File: src/rtl/mdu_pkg.sv
// rtl/mdu_pkg.sv - shared MDU op codes, class decode and issue FSM states
//
// Op encoding is common to mdu_issue and the MDU itself.
package mdu_pkg;

    localparam logic [3:0] OP_MULT   = 4'd0;
    localparam logic [3:0] OP_MULTU  = 4'd1;
    localparam logic [3:0] OP_DIV    = 4'd2;
    localparam logic [3:0] OP_DIVU   = 4'd3;
    localparam logic [3:0] OP_MFHI   = 4'd4;
    localparam logic [3:0] OP_MFLO   = 4'd5;
    localparam logic [3:0] OP_MTHI   = 4'd6;
    localparam logic [3:0] OP_MTLO   = 4'd7;
    localparam logic [3:0] OP_MAROTR = 4'd8;
    localparam logic [3:0] OP_NONE   = 4'hF;

    typedef enum logic [1:0] {
        ST_IDLE   = 2'd0,
        ST_LAUNCH = 2'd1,
        ST_WAIT   = 2'd2
    } state_e;

    // Ops that start a multi-cycle MDU computation.
    function automatic logic is_arith(input logic [3:0] op);
        return (op == OP_MULT) || (op == OP_MULTU) || (op == OP_DIV) ||
               (op == OP_DIVU) || (op == OP_MAROTR);
    endfunction

    // Single-cycle HI/LO writes.
    function automatic logic is_mt(input logic [3:0] op);
        return (op == OP_MTHI) || (op == OP_MTLO);
    endfunction

    // HI/LO reads served directly from the MDU outputs.
    function automatic logic is_mf(input logic [3:0] op);
        return (op == OP_MFHI) || (op == OP_MFLO);
    endfunction

endpackage

File: src/rtl/mdu_issue_if.sv
// rtl/mdu_issue_if.sv - issue-controller to MDU connection
//
// master: issue side (drives start/ctrl/operands, observes busy/HI/LO)
// slave : MDU side
interface mdu_issue_if;

    logic        mdu_start;
    logic [3:0]  mdu_ctrl;
    logic [31:0] mdu_a;
    logic [31:0] mdu_b;
    logic [4:0]  mdu_sa;
    logic        mdu_busy;
    logic [31:0] mdu_hi;
    logic [31:0] mdu_lo;

    modport master (
        output mdu_start, mdu_ctrl, mdu_a, mdu_b, mdu_sa,
        input  mdu_busy, mdu_hi, mdu_lo
    );

    modport slave (
        input  mdu_start, mdu_ctrl, mdu_a, mdu_b, mdu_sa,
        output mdu_busy, mdu_hi, mdu_lo
    );

endinterface

File: src/rtl/mdu_issue.sv
// rtl/mdu_issue.sv - E-stage issue controller in front of the multiply/divide unit
//
// Ports:
//   Clk, Reset          clock, synchronous active-high reset
//   op_valid_e, op_e    E-stage instruction valid and MDU op code
//   rs_val_e, rt_val_e  forwarded operands
//   sa_e                shift amount (MAROTR)
//   flush_e             kill the E-stage instruction this cycle
//   mdu                 MDU connection (master side)
//   stall_e             hold E stage and upstream (combinational)
//   mf_valid_m          mf_data_m valid this cycle
//   mf_data_m           mfhi/mflo result for the M stage
module mdu_issue
    import mdu_pkg::*;
(
    input  logic         Clk,
    input  logic         Reset,
    input  logic         op_valid_e,
    input  logic [3:0]   op_e,
    input  logic [31:0]  rs_val_e,
    input  logic [31:0]  rt_val_e,
    input  logic [4:0]   sa_e,
    input  logic         flush_e,
    mdu_issue_if.master  mdu,
    output logic         stall_e,
    output logic         mf_valid_m,
    output logic [31:0]  mf_data_m
);

    state_e      r_state;
    state_e      w_state_next;
    logic        r_start;
    logic [3:0]  r_ctrl;
    logic [31:0] r_a;
    logic [31:0] r_b;
    logic [4:0]  r_sa;
    logic        r_mf_valid;
    logic [31:0] r_mf_data;

    logic w_is_arith;
    logic w_is_mt;
    logic w_is_mf;
    logic w_req;
    logic w_accept;

    assign w_is_arith = is_arith(op_e);
    assign w_is_mt    = is_mt(op_e);
    assign w_is_mf    = is_mf(op_e);
    assign w_req      = op_valid_e & (w_is_arith | w_is_mt | w_is_mf) & ~flush_e;
    assign w_accept   = w_req & (r_state == ST_IDLE) & ~mdu.mdu_busy;

    always_comb begin
        w_state_next = r_state;
        stall_e      = w_req & ((r_state != ST_IDLE) | mdu.mdu_busy);
        case (r_state)
            ST_IDLE: begin
                if (w_accept && (w_is_arith || w_is_mt)) begin
                    w_state_next = ST_LAUNCH;
                end
            end
            ST_LAUNCH: begin
                // r_ctrl still holds the launched op here; mt ops finish at this edge.
                w_state_next = is_arith(r_ctrl) ? ST_WAIT : ST_IDLE;
            end
            ST_WAIT: begin
                if (!mdu.mdu_busy) begin
                    w_state_next = ST_IDLE;
                end
            end
            default: w_state_next = ST_IDLE;
        endcase
    end

    always_ff @(posedge Clk) begin
        if (Reset) begin
            r_state    <= ST_IDLE;
            r_start    <= 1'b0;
            r_ctrl     <= OP_NONE;
            r_a        <= '0;
            r_b        <= '0;
            r_sa       <= '0;
            r_mf_valid <= 1'b0;
            r_mf_data  <= '0;
        end else begin
            r_state    <= w_state_next;
            // Start and ctrl are live only during LAUNCH; an mt code left on
            // mdu_ctrl would rewrite HI/LO every cycle.
            r_start    <= 1'b0;
            r_ctrl     <= OP_NONE;
            r_mf_valid <= 1'b0;
            if (w_accept) begin
                if (w_is_arith || w_is_mt) begin
                    r_start <= w_is_arith;
                    r_ctrl  <= op_e;
                    r_a     <= rs_val_e;
                    r_b     <= rt_val_e;
                    r_sa    <= sa_e;
                end else begin
                    r_mf_valid <= 1'b1;
                    r_mf_data  <= (op_e == OP_MFHI) ? mdu.mdu_hi : mdu.mdu_lo;
                end
            end
        end
    end

    assign mdu.mdu_start = r_start;
    assign mdu.mdu_ctrl  = r_ctrl;
    assign mdu.mdu_a     = r_a;
    assign mdu.mdu_b     = r_b;
    assign mdu.mdu_sa    = r_sa;
    assign mf_valid_m    = r_mf_valid;
    assign mf_data_m     = r_mf_data;

endmodule

File: src/flat_wrapper.sv
// flat-port wrapper written by rule: the top's interface ports become plain ports
module mdu_issue_flat import mdu_pkg::*;
  (Clk, Reset, op_valid_e, op_e, rs_val_e, rt_val_e, sa_e, flush_e, stall_e, mf_valid_m, mf_data_m, mdu_mdu_start, mdu_mdu_ctrl, mdu_mdu_a, mdu_mdu_b, mdu_mdu_sa, mdu_mdu_busy, mdu_mdu_hi, mdu_mdu_lo);
  mdu_issue_if mdu_i ();
  input  logic Clk;
  input  logic Reset;
  input  logic op_valid_e;
  input  logic [3:0] op_e;
  input  logic [31:0] rs_val_e;
  input  logic [31:0] rt_val_e;
  input  logic [4:0] sa_e;
  input  logic flush_e;
  output logic stall_e;
  output logic mf_valid_m;
  output logic [31:0] mf_data_m;
  output wire logic [$bits(mdu_i.mdu_start)-1:0] mdu_mdu_start;
  output wire logic [$bits(mdu_i.mdu_ctrl)-1:0] mdu_mdu_ctrl;
  output wire logic [$bits(mdu_i.mdu_a)-1:0] mdu_mdu_a;
  output wire logic [$bits(mdu_i.mdu_b)-1:0] mdu_mdu_b;
  output wire logic [$bits(mdu_i.mdu_sa)-1:0] mdu_mdu_sa;
  input wire logic [$bits(mdu_i.mdu_busy)-1:0] mdu_mdu_busy;
  input wire logic [$bits(mdu_i.mdu_hi)-1:0] mdu_mdu_hi;
  input wire logic [$bits(mdu_i.mdu_lo)-1:0] mdu_mdu_lo;
  assign mdu_mdu_start = mdu_i.mdu_start;
  assign mdu_mdu_ctrl = mdu_i.mdu_ctrl;
  assign mdu_mdu_a = mdu_i.mdu_a;
  assign mdu_mdu_b = mdu_i.mdu_b;
  assign mdu_mdu_sa = mdu_i.mdu_sa;
  assign mdu_i.mdu_busy = mdu_mdu_busy;
  assign mdu_i.mdu_hi = mdu_mdu_hi;
  assign mdu_i.mdu_lo = mdu_mdu_lo;
  mdu_issue u_core (.Clk(Clk), .Reset(Reset), .op_valid_e(op_valid_e), .op_e(op_e), .rs_val_e(rs_val_e), .rt_val_e(rt_val_e), .sa_e(sa_e), .flush_e(flush_e), .mdu(mdu_i), .stall_e(stall_e), .mf_valid_m(mf_valid_m), .mf_data_m(mf_data_m));
endmodule
File: config.mk
export PLATFORM = sky130hd
export DESIGN_NAME = mdu_issue_flat
export DESIGN_NICKNAME = d
export VERILOG_FILES = /design/src/rtl/mdu_pkg.sv /design/src/rtl/mdu_issue_if.sv /design/src/rtl/mdu_issue.sv /design/src/flat_wrapper.sv
export SDC_FILE = /design/constraint.sdc
export NUM_CORES = 1
export LEC_CHECK = 0
export CORE_ASPECT_RATIO = 2
export CORE_MARGIN = 3
export CORE_UTILIZATION = 44
export CTS_BUF_LIST = sky130_fd_sc_hd__clkbuf_16
export CTS_CLUSTER_SIZE = 30
export DETAILED_ROUTE_END_ITERATION = 6
export PLACE_DENSITY_LB_ADDON = 0.12
export SYNTH_ARGS = -nofsm -noshare
export SYNTH_HDL_FRONTEND = slang
export SYNTH_SLANG_ARGS = --single-unit
File: constraint.sdc
create_clock -name Clk -period 4.1 [get_ports Clk]
set_input_delay 0.615 -clock Clk [delete_from_list [all_inputs] [get_ports Clk]]
set_output_delay 0.615 -clock Clk [all_outputs]
set_load 0.02 [all_outputs]
==> run metrics <==
outcome=complete, no violations; placed insts=between 800 and 900; worst-path cell chain=clkdlybuf4s50_1 > o31ai_2 > nand2_1 > nor2_1 > clkdlybuf4s50_1; Syn Area/Cell=~10 um2; RSZ-0062 raised after global routing=false; asr flop ratio synth=0%; Synth Instances=480; Hold Path Class=flip-flop to flip-flop; post-synth top area share=43.3%; Inserted Clock Buffers=9; fin nets=845; Core ar.=between 10,000 and 15,000 um2; Synth Register Bits=roughly 110; most common cell in the netlist=nand2b_1; Post-CTS Setup Bufs=0; CP Max Fanout=6; hold endpoint=u_core.mdu.mdu_b[27]; post-detailed-route wirelength per cell=16.9 um; Synth area leader=dfxtp_1; Syn-to-layout area delta=55.2%; Hold Vio Cnt, Final=0; grt total ovfl=0; Die X-Extent=81.7 um; max_cap viols=0; Crit Reg-Reg Endpoint=u_core.mf_data_m[31]; R2R setup slack=about 1.9 ns; first-pass detailed-route iteration total=4; area of the multi-input gates=about 2600 um2; fin crit period=roughly 3.0 ns; io pins=250; Synthesis Warnings=0; n_diodes=0; Pleak=approximately 2.6 nW; sequential-to-total area share from yosys stat=a little over two fifths; WHS=roughly 0.47 ns; die height=approximately 160 um; number of library cell types mapped by synthesis=27; Skew-Pair Late Insertion Delay=~0.34 ns; Critical Path AT=~2.4 ns; detailed-route vias per instance=about 5.1; # DRC=0; H-Tree Depth=3; Pwr Density=287 nW/um2; clock tree sinks=approximately 110; CP endpoint kind=output pin; number of port buffers=around 250; fraction of the mapped netlist area in simple logic gates=just over 20%; post-DP HPWL=10,800 um; fraction of the cycle the final worst path needs=between 70% and 80%; worst-path cell with the longest stage delay=clkdlybuf4s50_1; CTS hold repair buffers=0; GPL Wtd Cong=approximately 0.79; Crit Path Category=input pin to output pin; largest net degree at the start of global routing=roughly 110; FILL cells=around 860; crit path launch=op_e[1]; Rel. slew slack=approximately 41%; main combinational cell family by area after synthesis=simple AND/OR/NAND/NOR gates; most frequent cells after synthesis=nand2b_1 (139), dfxtp_1 (109), mux2i_1 (101), a31oi_1 (32), clkbuf_1 (27); post-route setup TNS=0 ns; FP Rows=54; CTS tree=done; gr usage total=between 20% and 30%; endpoints failing setup=0; Startpoint Class=input pin; post-synthesis compound-gate area fraction=between 10% and 20%; Cell Area, Synth=5040 um2; drt total wl=about 14,000 um; vias in the first global route=4,588; pins over their slew limit=0; Min-Delay Startpoint=u_core.mdu.mdu_b[27]; syn_nets=slightly above 600; Slew @ Worst Pin=~0.9 ns; Synth area leaders=dfxtp_1 (43%), mux2i_1 (20%), nand2b_1 (17%), a211oi_2 (6.0%), a31oi_1 (4.0%); Fmax=332 MHz; FF-to-FF path depth=5; Max IR drop VDD=between 200 and 250 uV; maximum buffer depth of the clock tree=2; Resize count post-CTS=0; Root Buffer=clkbuf_16; via count=4,332; skew final=0.00917 ns; Initial Utilization=a little under half; share of cells above drive strength 1=about 7.6%; initial drt markers=roughly 140; Primary FF master, synth=dfxtp_1; WP data required=roughly 3.5 ns; reg2reg start=u_core.r_state[1]; worst hold stages=2; antenna violations before repair=0; final std cells w/o fill=848; number of synthesized flops with an enable pin=0; Worst-path clk slew=~0.070 ns; most frequent CP cell=clkdlybuf4s50_1; slowest stage delay, CP=slightly above 0.6 ns; die area=12,800 um2; Reg area=approximately 2200 um2; mux share of post-synthesis cell area=approximately a fifth; antenna viol nets, final=0; post-synthesis adder-cell area fraction=0%; first-pass GRT wire length=~22,000 um; xor/xnor share of the synthesized area=0%
==> placed cells by master, fill, tap and decap left out, types with 2 or more instances in the layout <==
cell type | Yosys | final
nor2_1 | 4 | 4
a211oi_1 | 8 | 8
or3_1 | 3 | 3
a31oi_1 | 32 | 32
clkbuf_16 | 0 | 9
clkdlybuf4s50_1 | 0 | 248
clkinv_4 | 0 | 3
dfxtp_1 | 109 | 109
nand2_1 | 2 | 2
nand2b_1 | 139 | 139
a211oi_2 | 24 | 24
buf_4 | 9 | 7
mux2i_1 | 101 | 101
==> worst max path at each step <==
stage	cells after the start	to
after floorplan	5	stall_e
after global placement	5	stall_e
after detailed placement	5	u_core.mdu.mdu_b[29]
after CTS	5	stall_e
after global routing	5	stall_e
final	5	stall_e
==> logic make-up after synthesis <==
| logic type | Yosys count |
|---|---|
| compound gates | 67 |
| simple gates | 159 |
| flops | 109 |
| buf+inv | 44 |
| mux | 101 |
==> metal layers <==
| layer | global-route usage, % | up-vias | part of all wire [%] |
|---|---|---|---|
| li1 | - | 2109 | - |
| met1 | 22.9 | 2007 | 35 |
| met2 | 40.6 | 184 | 53 |
| met3 | 6.64 | 32 | 9.2 |
| met4 | 9.67 | 0 | 3.1 |
| met5 | 0 | - | 0 |
==> final cells by class <==
type,instances,area share [%]
clock buffers,9,2.88
well taps,140,2.24
clock inverters,7,0.656
repair buffers,256,32.7
multi-input cells,327,33.6
flip-flops and latches,109,27.9
==> report_power, final <==
part	switching [W]	total, W	internal [W]
Sequential	0.00000996	0.00109	0.00108
Clock	0.000397	0.000812	0.000415
Combinational	0.000137	0.000348	0.000210
Total	0.000544	0.00225	0.00170
==> flip-flops by register name, summed over array words and instances, names as in the netlist <==
register / count
u_core.mf_valid_m: 1
u_core.mf_data_m: 32
u_core.r_state: 2
u_core.mdu.mdu_sa: 5
u_core.mdu.mdu_ctrl: 4
u_core.mdu.mdu_start: 1
u_core.mdu.mdu_b: 32
u_core.mdu.mdu_a: 32
==> critical path, delay by kind of cell <==
family / cells / cell delay [ns]
compound gates: 1 / 0.39
buf+inv: 2 / 1.18
simple gates: 2 / 0.21
==> stage by stage <==
stage | area (um2) | power, W | util, % | setup slack (ns)
5_1_grt | 7820 | 0.00233 | 71.0 | 0.984
4_1_cts | 7820 | 0.00227 | 71.0 | 1.09
6_report | 7820 | 0.00225 | 71.0 | 1.09
2_1_floorplan | 5040 | 0.00126 | - | 1.88
3_5_place_dp | 7540 | 0.00146 | 68.5 | 1.10
3_3_place_gp | 7540 | 0.00145 | 68.5 | 1.17
No activity file was read; power rests on OpenSTA's default activity.
